==> src/rtl/pipeline_ctrl_pkg.sv <==
// Shared definitions for the pipeline control slice: sequencer states and
// default PC constants used by the next-PC logic.
package pipeline_ctrl_pkg;

    typedef enum logic [0:0] {
        NORMAL  = 1'b0,
        HANDLER = 1'b1
    } state_t;

    localparam logic [31:0] PC_STEP            = 32'd4;
    localparam logic [31:0] DEFAULT_RESET_PC   = 32'h0000_0000;
    localparam logic [31:0] DEFAULT_HANDLER_PC = 32'h8000_0004;

endpackage

==> src/rtl/stall_counter.sv <==
// Wrapping enable counter with asynchronous active-high reset; generic enough
// to count stall, flush or interrupt events.
module stall_counter #(
    parameter int WIDTH = 32
) (
    input  logic             clk,
    input  logic             reset,
    input  logic             en,
    output logic [WIDTH-1:0] count
);

    logic [WIDTH-1:0] count_r;

    // Event counter, wraps naturally at 2^WIDTH.
    always_ff @(posedge clk or posedge reset) begin
        if (reset) begin
            count_r <= {WIDTH{1'b0}};
        end else if (en) begin
            count_r <= count_r + {{(WIDTH-1){1'b0}}, 1'b1};
        end else begin
            count_r <= count_r;
        end
    end

    assign count = count_r;

endmodule

==> src/rtl/pc_sequencer.sv <==
// Next-PC and pipeline-steering controller: picks the fetch address, drives
// PC hold and IF/ID, ID/EX keep/flush, and tracks interrupt/handler state.
module pc_sequencer
    import pipeline_ctrl_pkg::*;
#(
    parameter logic [31:0] RESET_PC   = DEFAULT_RESET_PC,
    parameter logic [31:0] HANDLER_PC = DEFAULT_HANDLER_PC
) (
    input  logic        clk,
    input  logic        reset,
    input  logic [31:0] i_pc,
    input  logic        i_id_valid,
    input  logic [31:0] i_id_pc,
    input  logic        i_id_jump,
    input  logic [31:0] i_id_jump_target,
    input  logic        i_id_eret,
    input  logic        i_ex_branch_taken,
    input  logic [31:0] i_ex_branch_target,
    input  logic        i_load_use,
    input  logic        i_mc_busy,
    input  logic        i_irq,
    input  logic        i_irq_en,
    output logic [31:0] o_next_pc,
    output logic        o_pc_keep,
    output logic        o_ifid_keep,
    output logic        o_ifid_flush,
    output logic        o_idex_keep,
    output logic        o_idex_flush,
    output logic [31:0] o_epc,
    output logic        o_in_handler,
    output logic [31:0] o_stall_cnt
);

    state_t      state_r;
    state_t      next_state_s;
    logic [31:0] epc_r;
    logic        irq_pending_r;

    logic        eret_go_s;
    logic        take_irq_s;
    logic [31:0] next_pc_s;
    logic        pc_keep_s;
    logic        ifid_keep_s;
    logic        ifid_flush_s;
    logic        idex_keep_s;
    logic        idex_flush_s;

    assign eret_go_s  = i_id_eret & i_id_valid & (state_r == HANDLER)
                        & ~i_mc_busy & ~i_ex_branch_taken;
    assign take_irq_s = irq_pending_r & i_irq_en & (state_r == NORMAL)
                        & ~i_mc_busy & ~i_ex_branch_taken & ~eret_go_s & ~i_load_use;

    // Strict-priority steering decision; reset forces the fetch to RESET_PC with both stages flushed.
    always_comb begin
        next_pc_s    = i_pc + PC_STEP;
        pc_keep_s    = 1'b0;
        ifid_keep_s  = 1'b0;
        ifid_flush_s = 1'b0;
        idex_keep_s  = 1'b0;
        idex_flush_s = 1'b0;
        if (reset) begin
            next_pc_s    = RESET_PC;
            ifid_flush_s = 1'b1;
            idex_flush_s = 1'b1;
        end else if (i_mc_busy) begin
            next_pc_s   = i_pc;
            pc_keep_s   = 1'b1;
            ifid_keep_s = 1'b1;
            idex_keep_s = 1'b1;
        end else if (i_ex_branch_taken) begin
            next_pc_s    = i_ex_branch_target;
            ifid_flush_s = 1'b1;
            idex_flush_s = 1'b1;
        end else if (eret_go_s) begin
            next_pc_s    = epc_r;
            ifid_flush_s = 1'b1;
        end else if (take_irq_s) begin
            next_pc_s    = HANDLER_PC;
            ifid_flush_s = 1'b1;
            idex_flush_s = 1'b1;
        end else if (i_load_use) begin
            // A jump sharing this cycle stays in ID and is retried next cycle.
            next_pc_s    = i_pc;
            pc_keep_s    = 1'b1;
            ifid_keep_s  = 1'b1;
            idex_flush_s = 1'b1;
        end else if (i_id_jump & i_id_valid) begin
            next_pc_s    = i_id_jump_target;
            ifid_flush_s = 1'b1;
        end else begin
            next_pc_s = i_pc + PC_STEP;
        end
    end

    // Handler-mode transitions; ERET seen in NORMAL is a NOP.
    always_comb begin
        next_state_s = state_r;
        case (state_r)
            NORMAL: begin
                if (take_irq_s) begin
                    next_state_s = HANDLER;
                end else begin
                    next_state_s = NORMAL;
                end
            end
            HANDLER: begin
                if (eret_go_s) begin
                    next_state_s = NORMAL;
                end else begin
                    next_state_s = HANDLER;
                end
            end
            default: next_state_s = NORMAL;
        endcase
    end

    // State, EPC capture and level-sensitive interrupt-pending latch.
    always_ff @(posedge clk or posedge reset) begin
        if (reset) begin
            state_r       <= NORMAL;
            epc_r         <= 32'h0000_0000;
            irq_pending_r <= 1'b0;
        end else begin
            state_r       <= next_state_s;
            irq_pending_r <= (irq_pending_r & ~take_irq_s) | i_irq;
            if (take_irq_s) begin
                epc_r <= i_id_valid ? i_id_pc : i_pc;
            end else begin
                epc_r <= epc_r;
            end
        end
    end

    stall_counter #(.WIDTH(32)) u_stall_counter (
        .clk   (clk),
        .reset (reset),
        .en    (pc_keep_s & ~reset),
        .count (o_stall_cnt)
    );

    assign o_next_pc    = next_pc_s;
    assign o_pc_keep    = pc_keep_s;
    assign o_ifid_keep  = ifid_keep_s;
    assign o_ifid_flush = ifid_flush_s;
    assign o_idex_keep  = idex_keep_s;
    assign o_idex_flush = idex_flush_s;
    assign o_epc        = epc_r;
    assign o_in_handler = (state_r == HANDLER);

endmodule

==> config.mk <==
export PLATFORM = sky130hd
export DESIGN_NAME = pc_sequencer
export DESIGN_NICKNAME = d
export VERILOG_FILES = /design/src/rtl/pipeline_ctrl_pkg.sv /design/src/rtl/stall_counter.sv /design/src/rtl/pc_sequencer.sv
export SDC_FILE = /design/constraint.sdc
export NUM_CORES = 1
export LEC_CHECK = 0
export BUFFER_PORTS_ARGS = -buffer_cell sky130_fd_sc_hd__buf_2
export CAP_MARGIN = 40
export CORE_MARGIN = 5
export CORE_UTILIZATION = 38
export CTS_BUF_LIST = sky130_fd_sc_hd__clkbuf_4 sky130_fd_sc_hd__clkbuf_8
export DETAILED_ROUTE_END_ITERATION = 12
export GPL_TIMING_DRIVEN = 1
export PLACE_DENSITY = 0.66
export SYNTH_ARGS = -nofsm -noshare
export SYNTH_HDL_FRONTEND = slang
export SYNTH_SLANG_ARGS = --single-unit
==> constraint.sdc <==
create_clock -name clk -period 3.61 [get_ports clk]
set_input_delay 0 -clock clk [delete_from_list [all_inputs] [get_ports clk]]
set_output_delay 0 -clock clk [all_outputs]
set_load 0.005 [all_outputs]
Yosys cells after proc, flatten, opt, wreduce, memory -nomap -nowiden
Index checks and enable logic that the tools add are counted.

Register bits after elaboration: 66. Output and inout bits: 102.

Add/subtract/negate cells: 2. Muxes and demuxes: 31. Bitwise gates (word level): 21.

Operators with widths (number): 32-bit 2-to-1 mux (8); 32-bit by 1-bit adder with 32-bit output, second input constant (1); 32-bit by 3-bit adder with 32-bit output, second input constant (1); 1-bit 2-to-1 mux (22); 1-bit bitwise AND (13); 1-bit inverter (7); 1-bit case mux with 2 select lines (1); 1-bit OR (1).

Longest topological paths before layout
Gate-level depths: netlist (run 1).

Depth after elaboration: 13. Mapped depth: 8. Gate-level depth less buffers: 6.

Cells and area by module
Synthesis (run 1) repeated with hierarchy kept, for this count alone.

Cell total of the unflattened synthesis: 670. Area, all modules: 5521.5 um^2.

By module, submodules not included: pc_sequencer (instances 1, cells an instance 544, area each 4011.3 um^2); stall_counter (instances 1, cells an instance 126, area each 1510.2 um^2).

Least setup slack after synthesis (run 1)
No wires, ideal clock.

Path kind: input to register. Start point: input port reset. End point: register u_stall_counter.count_r[8], in the netlist u_stall_counter.count[8]. Setup time: 124 ps. Arrival: 3070 ps. Setup slack: 416 ps. Cell stages on the path: 6. Buffers on the path: 2. Cell sequence: clkbuf_1 -> clkinv_1 -> and3_1 -> clkbuf_1 -> and4_1 -> xor2_1.

Word-level cells in the longest chain between the ends: 2.

RTL lines: start, declared (line pc_sequencer.sv:10) `input logic reset,`; 1-bit 2-to-1 mux / 1-bit inverter (equally long branches) (line pc_sequencer.sv:61, pc_sequencer.sv:137); 1-bit bitwise AND (*) (line pc_sequencer.sv:137) `.en (pc_keep_s & ~reset),`; end signal, assigned (line stall_counter.sv:17) `count_r <= {WIDTH{1'b0}};`; end signal, assigned (line stall_counter.sv:19) `count_r <= count_r + {{(WIDTH-1){1'b0}}, 1'b1};`; end signal, assigned (line stall_counter.sv:21) `count_r <= count_r;`; end, declared (line stall_counter.sv:12) `logic [WIDTH-1:0] count_r;`.

Mark *: on every way between the ends. The rest lies on a longest branch, timed or not. A chain may end at the register's enable or synchronous reset.

Worst setup path after layout (run 1)
Start point: register state_r, in the netlist o_in_handler. End point: output port o_next_pc[9].

Word-level cells in the longest chain between the ends: 11.

RTL lines: start, declared (line pc_sequencer.sv:34) `state_t state_r;`; start signal, assigned (line pc_sequencer.sv:124) `state_r <= next_state_s;`; 1-bit inverter / 1-bit bitwise AND (equally long branches); 1-bit bitwise AND (on tied branches) (line pc_sequencer.sv:50, pc_sequencer.sv:49); 1-bit bitwise AND (on tied branches) (line pc_sequencer.sv:51, pc_sequencer.sv:49); 1-bit bitwise AND / 1-bit inverter (equally long branches) (line pc_sequencer.sv:51) `& ~i_mc_busy & ~i_ex_branch_taken & ~eret_go_s & ~i_load_use;`; 1-bit bitwise AND (2 in a row) (line pc_sequencer.sv:51); 32-bit 2-to-1 mux (line pc_sequencer.sv:77) `end else if (take_irq_s) begin`; 32-bit 2-to-1 mux (*) (line pc_sequencer.sv:74) `end else if (eret_go_s) begin`; 32-bit 2-to-1 mux (*) (line pc_sequencer.sv:70) `end else if (i_ex_branch_taken) begin`; 32-bit 2-to-1 mux (*) (line pc_sequencer.sv:65) `end else if (i_mc_busy) begin`; 32-bit 2-to-1 mux (*) (line pc_sequencer.sv:61) `if (reset) begin`; end, declared (line pc_sequencer.sv:23) `output logic [31:0] o_next_pc,`.

Marks and branches as above.

==> run summary, run 1 <==
Flow run
- max-cap violation count: 0

Timing
- worst path setup slack after routing: 0.708 ns
- shortest clock period the worst path allows after layout: 2.90 ns
- Final Hold Violating Endpoints: 0
- Fin Clk Skew: 0.0200 ns
- measured slew at the worst slew-check pin: 0.944 ns
- Slew HR: 36.6%
- setup TNS: 0 ns
- Slew Viols, Final: 0
- upper clock frequency limit: 345 MHz
- share of the clock period used by the worst path after layout: 80.4%
- setup repair after global routing missed its margin: no
- Finish-stage setup viols: 0

Cells and area
- Final nets: 1071
- antenna diode instance count: 0
- relative area change from synthesis to final layout: 34.8%
- fraction of the core area covered by cells at the end of the flow: 51.5%
- share of layout cells above drive strength 1: 31.1%

Floorplan
- horizontal die dimension: 130 um
- Core Footprint: 0.0144 mm^2
- vertical extent of the die: 130 um
- Rows: 44
- Ports: 240
- area of the die: 0.0170 mm^2
- starting density of the core: 38.2%

Drt
- number of nets with antenna violations after routing: 0
- total vias in the final route: 6657
- drt total wl: 23100 um
- average routed wire per standard cell: 20.6 um
- per-cell via count in the routed design: 5.94
- Post-route DRC: 0
- first-iteration detailed-routing DRC count: 689
- TritonRoute pass-1 iters: 5

Setup path
- data arrival time of the critical path: 2.90 ns
- CP endpoint: o_next_pc[9]
- peak fanout along the critical path: 19
- register-to-register setup slack: 1.29 ns
- critical path class: register to output pin
- Startpoint Class: register
- Critical Path Slowest Stage Cell: a211oi_1
- endpoint of the worst register-to-register path: u_stall_counter.count[8]
- max incr delay on CP: 0.81 ns
- Register-to-Register Path Depth: 5
- type of destination of the critical path: output pin
- launch point of the worst path: o_in_handler
- series of cell instances along the critical path: and3b_1, and3_2, a211oi_1, o221ai_1, a221oi_1, buf_2
- required time worst endpoint: 3.61 ns
- worst reg2reg startpoint: o_in_handler

Global routing
- Tot GR Track Use: 26.0%
- wire length of the first global-routing pass: 34600 um
- antenna violations before repair: 2
- final global-route overflow total: 0
- largest net degree at the start of global routing: 42
- vias in the first global route: 6393

Synth
- Async S/R FF share, synth: 100%
- largest family of logic cells by synthesized area: compound AO/OA/AOI/OAI gates
- Compound-Gate Fraction of Synth Area: 25.2%
- count of flip-flops with a built-in enable after synthesis: 0
- top post-synthesis cells by count: nor2_1 (73), dfrtp_1 (66), a21oi_1 (61)
- cell type with the highest aggregate area in the netlist: dfrtp_1
- cell area after synthesis: 0.00549 mm^2
- top area cells in the synthesized netlist: dfrtp_1 (30%), mux2i_1 (6.6%), a21oi_1 (5.6%)
- synthesized-area fraction occupied by adder cells: 0.455%
- cell count after synthesis: 683
- fraction of post-synthesis cell area in the top cell type by area: 30.1%
- cell with the most instances after synthesis: nor2_1
- number of register bits inferred by synthesis: 66
- most used flip-flop cell after synthesis: dfrtp_1
- post-synthesis simple-gate area fraction: 23.4%
- sequential element share of the synthesized area: 30.1%
- count of synthesis-stage warnings from yosys: 0
- multiplexer area fraction after synthesis: 7.17%
- average cell area after synthesis: 8.04 um^2
- Unique masters post-synth: 74
- net count after synthesis: 823
- fraction of synthesized cell area in xor and xnor cells: 5.74%

CTS
- CTS clk-pin slew, worst paths: 0.09 ns
- clock network latency to the later pin of the worst-skew pair: 0.39 ns
- deepest level of the CTS H-tree: 3
- clock tree from TritonCTS: yes
- total CTS buffers: 9
- Clock Sink Count: 66
- clk root buf: clkbuf_8
- clock tree buffer depth: 2

Power
- cell area power density: 405 mW/mm^2
- cell leakage power: 3.47 nW
- power after layout: 3.00 mW
- worst IR drop on VDD: 0.000235 V

Placement
- total of buffers placed on input and output ports: 239
- Placement Setup Slack: 0.833 ns
- final weighted congestion of routability-driven global placement: 0.900
- HPWL Detailed: 16600 um

Worst hold path
- worst min path class: input port to register

Outcome
- status: completed

## placed cells by master (no fill, tap or decap), types with 4 or more instances in the layout
cell	n
buf_2	240
nor2_1	72
dfrtp_1	66
a21oi_1	61
dlygate4sd3_1	49
nand2_1	48
mux2i_1	36
nand3_1	33
xnor2_1	22
o21ai_0	19
and3_1	18
nand4_1	17
inv_1	16
o22ai_1	16
nor3_1	15
buf_4	15
xor2_1	14
o211ai_1	14
a221oi_1	14
a31oi_1	12
nor4_1	12
clkbuf_8	9
o221ai_1	8
and4_1	7
a211oi_1	7
or3_1	6
a311o_1	6
a211o_1	6
and2_1	4
## per-layer routing
metal | global-route usage, % | wire [um]
met1 | 32.5 | 9310
met3 | 7.57 | 2330
met4 | 8.62 | 665
met2 | 43.2 | 10700
met5 | 0 | 34
## area by class of cell
cell class,count,area (um^2)
fillers,1466,6960
multi-input cells,532,3410
repair buffers,305,1820
flip-flops and latches,66,1650
well taps,184,230
clock buffers,9,124
clock inverters,7,101
inverters,17,65.1
## metrics by stage
stage / hold WS [ns] / cells / area, um^2
6_report: 0.0191 / 1120 / 7410
2_1_floorplan: 0.109 / 683 / 5490
5_1_grt: 0.0285 / 1120 / 7410
4_1_cts: 0.000222 / 1120 / 7410
3_5_place_dp: 0.136 / 1055 / 6690
3_3_place_gp: 0.140 / 1053 / 6670
## sequential cells by signal, summed over array words and instances, names as in the netlist
| register | flops |
|---|---|
| irq_pending_r | 1 |
| o_epc | 32 |
| o_in_handler | 1 |
| u_stall_counter.count | 32 |
## repair_timing
action                                 CTS  global route
resized for setup                        0             0
endpoints found under the hold margin   70             0
setup buffers                            0             0
hold buffers                            49             0
## kinds of logic after synthesis
logic type,after synthesis
XOR/XNOR,36
AND/OR/NAND/NOR,253
adder cells (fa/ha/maj),2
AO/OA/AOI/OAI,202
multiplexers,39
buffers and inverters,85
flip-flops,66
## worst min-delay path by stage
stage,from,endpoint,slack (ns),cells past startpoint
2_1_floorplan,i_pc[2],o_next_pc[2],0.11,2
3_3_place_gp,reset,u_stall_counter.count[14],0.14,2
3_5_place_dp,reset,u_stall_counter.count[15],0.14,2
4_1_cts,i_pc[30],o_epc[30],0.0002,3
5_1_grt,i_pc[30],o_epc[30],0.03,3
6_report,i_pc[22],o_epc[22],0.02,3
## power by group
group	leakage (nW)	total (mW)	internal [mW]	switching [mW]
Sequential	0.800	1.19	0.957	0.228
Clock	0.106	0.754	0.395	0.359
Combinational	2.56	1.06	0.500	0.559
Total	3.47	3.00	1.85	1.15
## worst max-delay path, delay by kind of cell, from the launching register on
family | cells | cell delay (ns)
buffers and inverters | 1 | 0.16
and+or+nand+nor | 2 | 0.60
AOI/OAI and AO/OA | 3 | 1.35
DFF | 1 | 0.43
(Power assumes the default switching activity.)
==> run 2: changes to the inputs <==
--- a/config.mk
+++ b/config.mk
@@ -5,6 +5,7 @@
 export SDC_FILE = /design/constraint.sdc
 export NUM_CORES = 1
 export LEC_CHECK = 0
+export ABC_AREA = 1
 export BUFFER_PORTS_ARGS = -buffer_cell sky130_fd_sc_hd__buf_2
 export CAP_MARGIN = 40
 export CORE_MARGIN = 5
@@ -12,7 +13,7 @@
 export CTS_BUF_LIST = sky130_fd_sc_hd__clkbuf_4 sky130_fd_sc_hd__clkbuf_8
 export DETAILED_ROUTE_END_ITERATION = 12
 export GPL_TIMING_DRIVEN = 1
-export PLACE_DENSITY = 0.66
+export PLACE_DENSITY = 0.67
 export SYNTH_ARGS = -nofsm -noshare
 export SYNTH_HDL_FRONTEND = slang
 export SYNTH_SLANG_ARGS = --single-unit
==> constraint.sdc (replaced) <==
create_clock -name clk -period 2.55 [get_ports clk]
set_input_delay 0 -clock clk [delete_from_list [all_inputs] [get_ports clk]]
set_output_delay 0 -clock clk [all_outputs]
set_load 0.005 [all_outputs]
==> run summary, run 2 <==
Cells and area
- Final nets: 1393, was 1071
- relative area change from synthesis to final layout: 32.2%, was 34.8%
- share of layout cells above drive strength 1: 26.9%, was 31.1%
- fraction of the core area covered by cells at the end of the flow: 51.0%, was 51.5%
- FILL cells: 1676, was 1466
- antenna diode instance count: 0, unchanged
- most common library cell in the layout ignoring fill and taps: nand2_1, was buf_2
- highest-count cells in the layout ignoring fill and taps: nand2_1 (334), buf_2 (239), o21ai_0 (97), was buf_2 (240), nor2_1 (72), dfrtp_1 (66)

Floorplan
- Rows: 46, was 44
- starting density of the core: 38.6%, was 38.2%
- vertical extent of the die: 137 um, was 130 um
- area of the die: 0.0187 mm^2, was 0.0170 mm^2
- Ports: 240, unchanged
- Core Footprint: 0.0158 mm^2, was 0.0144 mm^2
- horizontal die dimension: 137 um, was 130 um

Setup path
- endpoint of the worst register-to-register path: o_epc[17], was u_stall_counter.count[8]
- Critical Path Slowest Stage Cell: dfrtp_1, was a211oi_1
- register-to-register setup slack: 0.40 ns, was 1.29 ns
- required time worst endpoint: 2.55 ns, was 3.61 ns
- type of destination of the critical path: output pin, unchanged
- critical path class: register to output pin, unchanged
- cell seen most often among critical-path stages: nand2_1
- worst reg2reg startpoint: o_in_handler, unchanged
- Register-to-Register Path Depth: 7, was 5
- Startpoint Class: register, unchanged
- max incr delay on CP: 0.39 ns, was 0.81 ns
- series of cell instances along the critical path: nor2_1, nand3_2, nor2_4, inv_2, nand2_2, buf_4, a21oi_1, nand2_1, nand2_1, nand2_1, a21oi_2, buf_2, was and3b_1, and3_2, a211oi_1, o221ai_1, a221oi_1, buf_2
- data arrival time of the critical path: 2.18 ns, was 2.90 ns
- peak fanout along the critical path: 14, was 19

Power
- switching component of the power: 1.56 mW, was 1.15 mW
- worst IR drop on VDD: 0.000248 V, was 0.000235 V
- cell-internal power: 2.39 mW, was 1.85 mW
- power after layout: 3.95 mW, was 3.00 mW
- Gate power share: 37.2%, was 35.3%
- part of the power in registers: 38.5%, was 39.5%
- cell leakage power: 4.28 nW, was 3.47 nW
- clock network fraction of design power: 24.3%, was 25.1%
- cell area power density: 489 mW/mm^2, was 405 mW/mm^2
- switching share of power: 39.6%, was 38.2%

Worst hold path
- hold endpoint: o_epc[3], was o_epc[22]
- worst min path class: input port to register, unchanged
- launch instance of the worst min-delay path: i_pc[3], was i_pc[22]
- number of stages on the worst hold path: 5, was 3

CTS
- clock tree buffer depth: 2, unchanged
- deepest level of the CTS H-tree: 3, unchanged
- CTS clk-pin slew, worst paths: 0.08 ns, was 0.09 ns
- clock tree from TritonCTS: yes, unchanged
- number of gates resized after cts: 0, unchanged
- clk root buf: clkbuf_8, unchanged
- clock network latency to the later pin of the worst-skew pair: 0.38 ns, was 0.39 ns
- Clock Sink Count: 66, unchanged
- post-CTS setup buffer count: 0, unchanged
- total CTS buffers: 9, unchanged
- Post-CTS Hold Buffers: 39, was 49

Timing
- Slew HR: 56.0%, was 36.6%
- upper clock frequency limit: 458 MHz
- Slew Viols, Final: 0, unchanged
- tightest hold margin: 0.0398 ns, was 0.0191 ns
- Fin Clk Skew: 0.0108 ns, was 0.0200 ns
- setup TNS: 0 ns, unchanged
- setup repair after global routing missed its margin: no, unchanged
- share of the clock period used by the worst path after layout: 85.6%
- shortest clock period the worst path allows after layout: 2.18 ns
- measured slew at the worst slew-check pin: 0.659 ns, was 0.944 ns
- Finish-stage setup viols: 0, unchanged
- Final Hold Violating Endpoints: 0, unchanged

Global routing
- vias in the first global route: 7308, was 6393
- Tot GR Track Use: 25.6%, was 26.0%
- antenna violations before repair: 3, was 2
- largest net degree at the start of global routing: 50, was 42
- wire length of the first global-routing pass: 37900 um, was 34600 um
- final global-route overflow total: 0, unchanged

Synth
- count of synthesis-stage warnings from yosys: 0, unchanged
- cell count after synthesis: 996, was 683
- top area cells in the synthesized netlist: dfrtp_1 (27%), nand2_1 (21%), o21ai_0 (7.9%), was dfrtp_1 (30%), mux2i_1 (6.6%), a21oi_1 (5.6%)
- net count after synthesis: 1136, was 823
- Unique masters post-synth: 41, was 74
- cell area after synthesis: 0.00611 mm^2, was 0.00549 mm^2
- average cell area after synthesis: 6.13 um^2, was 8.04 um^2
- count of flip-flops with a built-in enable after synthesis: 0, unchanged
- number of register bits inferred by synthesis: 66, unchanged
- most used flip-flop cell after synthesis: dfrtp_1, unchanged
- Async S/R FF share, synth: 100%, unchanged
- fraction of post-synthesis cell area in the top cell type by area: 27.0%, was 30.1%
- sequential element share of the synthesized area: 27.0%, was 30.1%
- top post-synthesis cells by count: nand2_1 (334), o21ai_0 (97), inv_1 (91), was nor2_1 (73), dfrtp_1 (66), a21oi_1 (61)
- cell with the most instances after synthesis: nand2_1, was nor2_1
- cell type with the highest aggregate area in the netlist: dfrtp_1, unchanged

Placement
- total of buffers placed on input and output ports: 239, unchanged
- HPWL Detailed: 17900 um, was 16600 um
- final weighted congestion of routability-driven global placement: 0.869, was 0.900

Drt
- Post-route DRC: 0, unchanged
- TritonRoute pass-1 iters: 5, unchanged
- total vias in the final route: 7615, was 6657
- first-iteration detailed-routing DRC count: 537, was 689
- per-cell via count in the routed design: 5.17, was 5.94
- average routed wire per standard cell: 16.2 um, was 20.6 um
- number of nets with antenna violations after routing: 0, unchanged
- drt total wl: 23800 um, was 23100 um

Flow run
- max-cap violation count: 0, unchanged

Outcome
- status: completed, unchanged

==> run 2: per-stage QoR <==
step	setup WS [ns]	instances	cell area, um^2
floorplan	0.836	996	6110
global placement	0.745	1419	7490
detailed placement	0.646	1419	7490
CTS	0.326	1474	8080
global route	0.188	1474	8080
finish	0.366	1474	8080
==> run 2: how the worst max path moves through the flow <==
| stage | from | depth (start not counted) | endpoint |
|---|---|---|---|
| global placement | u_stall_counter.count[0] | 10 | u_stall_counter.count[20] |
| detailed placement | u_stall_counter.count[0] | 10 | u_stall_counter.count[20] |
| floorplan | u_stall_counter.count[0] | 10 | u_stall_counter.count[20] |
| CTS | o_in_handler | 12 | o_next_pc[28] |
| finish | o_in_handler | 12 | o_next_pc[23] |
| global route | o_in_handler | 12 | o_next_pc[25] |
==> run 2: power by group through the flow <==
stage / Sequential, mW / Combinational, mW / Clock (mW)
6_report: 1.52 / 1.47 / 0.959
5_1_grt: 1.56 / 1.65 / 1.02
4_1_cts: 1.52 / 1.48 / 0.987
3_5_place_dp: 1.54 / 1.43 / 0
3_3_place_gp: 1.53 / 1.41 / 0
2_1_floorplan: 1.54 / 0.741 / 0
==> run 2: cell families (layout without fill, tap and decap cells) <==
logic type	count (synthesis)	in the layout	synth area share, %
buf+inv	150	412	9.83
compound gates	219	219	19.1
flops	66	66	27.0
xor+xnor	34	34	5.00
simple gates	523	523	38.3
mux	2	2	0.369
fa+ha+maj	2	2	0.410
==> run 2: final cells by class <==
class                           instances  area (um^2)  share of cell area, %
Clock buffer                            9          124                   1.53
Timing Repair Buffer                  296         1720                   21.3
Clock inverter                          7         77.6                  0.960
Sequential cell                        66         1650                   20.4
Tap cell                              216          270                   3.35
Multi-Input combinational cell        780         3860                   47.7
Inverter                              100          377                   4.66
==> run 2: critical path, delay by kind of cell, from the launching register on <==
family / cells / cell delay, ns
and+or+nand+nor: 7 / 0.85
buffers and inverters: 3 / 0.46
AOI/OAI and AO/OA: 2 / 0.12
DFF: 1 / 0.39
==> run 2: metal layers <==
layer | vias up | share of wire [%] | GRT usage [%]
met5 | - | 0.092 | 0
met4 | 6 | 2.1 | 6.93
met3 | 44 | 8.0 | 4.93
met2 | 327 | 48 | 43.5
met1 | 3499 | 42 | 33.3
li1 | 3739 | - | -
==> run 3: changes to the inputs <==
--- a/config.mk
+++ b/config.mk
@@ -9,11 +9,10 @@
 export BUFFER_PORTS_ARGS = -buffer_cell sky130_fd_sc_hd__buf_2
 export CAP_MARGIN = 40
 export CORE_MARGIN = 5
-export CORE_UTILIZATION = 38
+export CORE_UTILIZATION = 25
 export CTS_BUF_LIST = sky130_fd_sc_hd__clkbuf_4 sky130_fd_sc_hd__clkbuf_8
 export DETAILED_ROUTE_END_ITERATION = 12
 export GPL_TIMING_DRIVEN = 1
-export PLACE_DENSITY = 0.67
 export SYNTH_ARGS = -nofsm -noshare
 export SYNTH_HDL_FRONTEND = slang
 export SYNTH_SLANG_ARGS = --single-unit
==> run summary, run 3 (synthesis gave the netlist of run 2 again) <==
Setup path
- peak fanout along the critical path: 25, was 14
- required time worst endpoint: 2.55 ns, about the same
- critical path class: register to output pin, unchanged
- type of destination of the critical path: output pin, unchanged
- Register-to-Register Path Depth: 7, unchanged
- Startpoint Class: register, unchanged
- data arrival time of the critical path: 2.22 ns, was 2.18 ns
- register-to-register setup slack: 0.34 ns, was 0.40 ns
- endpoint of the worst register-to-register path: o_epc[18], was o_epc[17]
- worst reg2reg startpoint: o_in_handler, unchanged

Drt
- average routed wire per standard cell: 17.0 um, was 16.2 um
- Post-route DRC: 0, unchanged
- number of nets with antenna violations after routing: 0, unchanged
- TritonRoute pass-1 iters: 6, was 5
- total vias in the final route: 7588, was 7615
- per-cell via count in the routed design: 4.80, was 5.17
- first-iteration detailed-routing DRC count: 418, was 537
- drt total wl: 26800 um, was 23800 um

Cells and area
- fraction of the core area covered by cells at the end of the flow: 33.9%, was 51.0%
- most common library cell in the layout ignoring fill and taps: nand2_1, unchanged
- FILL cells: 2733, was 1676
- Final nets: 1391, was 1393
- highest-count cells in the layout ignoring fill and taps: nand2_1 (334), buf_2 (239), o21ai_0 (97), unchanged
- relative area change from synthesis to final layout: 34.2%, was 32.2%
- Cell Count, Final, Fillers Out: 1582, was 1474
- share of layout cells above drive strength 1: 26.8%, was 26.9%

Worst hold path
- worst min path class: input port to register, unchanged
- hold endpoint: o_epc[20], was o_epc[3]
- number of stages on the worst hold path: 5, unchanged
- launch instance of the worst min-delay path: i_id_pc[20], was i_pc[3]

Timing
- worst path setup slack after routing: 0.334 ns, was 0.366 ns
- Final Hold Violating Endpoints: 0, unchanged
- Finish-stage setup viols: 0, unchanged
- measured slew at the worst slew-check pin: 0.632 ns, was 0.659 ns
- upper clock frequency limit: 451 MHz, was 458 MHz
- share of the clock period used by the worst path after layout: 86.9%, was 85.6%
- shortest clock period the worst path allows after layout: 2.22 ns, was 2.18 ns
- Fin Clk Skew: 0.00830 ns, was 0.0108 ns
- setup repair after global routing missed its margin: no, unchanged
- Slew Viols, Final: 0, unchanged
- Slew HR: 57.9%, was 56.0%
- setup TNS: 0 ns, unchanged

Placement
- total of buffers placed on input and output ports: 239, unchanged
- HPWL Detailed: 20900 um, was 17900 um
- final weighted congestion of routability-driven global placement: 0.894, was 0.869
- post-placement cell count: 1526, was 1419
- Placement Setup Slack: 0.641 ns, was 0.646 ns

Floorplan
- area of the die: 0.0277 mm^2, was 0.0187 mm^2
- Ports: 240, unchanged
- starting density of the core: 25.3%, was 38.6%
- Core Footprint: 0.0242 mm^2, was 0.0158 mm^2
- vertical extent of the die: 166 um, was 137 um
- horizontal die dimension: 166 um, was 137 um
- Rows: 57, was 46

CTS
- number of gates resized after cts: 0, unchanged
- clock tree from TritonCTS: yes, unchanged
- clock tree buffer depth: 2, unchanged
- total CTS buffers: 9, unchanged
- CTS clk-pin slew, worst paths: 0.09 ns, was 0.08 ns
- clock network latency to the later pin of the worst-skew pair: 0.38 ns, about the same
- Clock Sink Count: 66, unchanged
- deepest level of the CTS H-tree: 3, unchanged
- clk root buf: clkbuf_8, unchanged

Global routing
- largest net degree at the start of global routing: 65, was 50
- antenna violations before repair: 5, was 3
- vias in the first global route: 7307, was 7308
- wire length of the first global-routing pass: 40900 um, was 37900 um
- Tot GR Track Use: 18.6%, was 25.6%
- final global-route overflow total: 0, unchanged

Power
- cell area power density: 485 mW/mm^2, was 489 mW/mm^2
- power after layout: 3.97 mW, was 3.95 mW
- worst IR drop on VDD: 0.000276 V, was 0.000248 V
- cell leakage power: 4.28 nW, about the same

Outcome
- status: completed, unchanged

Flow run
- max-cap violation count: 0, unchanged

run 3: cell types whose count changed in the layout (fill, tap and decap cells not counted), sizes merged:
cell	delta
diode	+2
buf	-1
dlygate4sd3	-1
inv	-1
clkbuf	+1
run 3: area by class of cell:
class | instances | area [um^2] | area share [%]
Sequential cell | 66 | 1650 | 20.1
Clock buffer | 10 | 131 | 1.60
Inverter | 100 | 377 | 4.59
Tap cell | 324 | 405 | 4.94
Multi-Input combinational cell | 780 | 3860 | 47.0
Timing Repair Buffer | 294 | 1720 | 20.9
Antenna cell | 2 | 5.00 | 0.0610
Clock inverter | 6 | 57.6 | 0.702
run 3: power breakdown:
| part | switching (mW) | internal, mW |
|---|---|---|
| logic | 0.886 | 0.615 |
| clock network | 0.474 | 0.456 |
| registers | 0.229 | 1.31 |
run 3: worst max path at each step:
stage | cells after the start | slack (ns) | endpoint | from
finish | 9 | 0.33 | o_next_pc[2] | o_in_handler
global route | 10 | 0.07 | o_next_pc[2] | irq_pending_r
CTS | 10 | 0.25 | o_next_pc[2] | irq_pending_r
detailed placement | 10 | 0.64 | u_stall_counter.count[20] | u_stall_counter.count[0]
global placement | 10 | 0.68 | u_stall_counter.count[20] | u_stall_counter.count[0]
floorplan | 10 | 0.84 | u_stall_counter.count[20] | u_stall_counter.count[0]
run 3: metrics by stage:
| step | hold WS [ns] | cell area [um^2] |
|---|---|---|
| detailed placement | -0.0101 | 7630 |
| global placement | -0.0168 | 7630 |
| CTS | 0.00250 | 8200 |
| finish | 0.0246 | 8200 |
| floorplan | 0.0323 | 6110 |
| global route | 0.0147 | 8200 |
run 3: timing repair:
action / 4_1_cts / 5_1_grt
hold buffers: 38 / 0
endpoints found under the hold margin: 62 / 0
buffers inserted: 0 / 0
run 3: routing by layer:
| layer | vias up | part of all wire, % | GRT usage [%] |
|---|---|---|---|
| met5 | - | 0.18 | 0 |
| met4 | 8 | 1.9 | 4.30 |
| met3 | 32 | 7.0 | 4.81 |
| met2 | 264 | 50 | 33.5 |
| met1 | 3553 | 41 | 22.2 |
| li1 | 3731 | - | - |
run 3: critical path, cell delays in order (launching register included):
cell	delay (ns)
dfrtp_1	0.39
nor2_1	0.19
nand3_2	0.13
nor2_4	0.12
inv_2	0.05
nand2_2	0.06
buf_4	0.31
o21ai_1	0.13
a221oi_1	0.26
buf_2	0.21
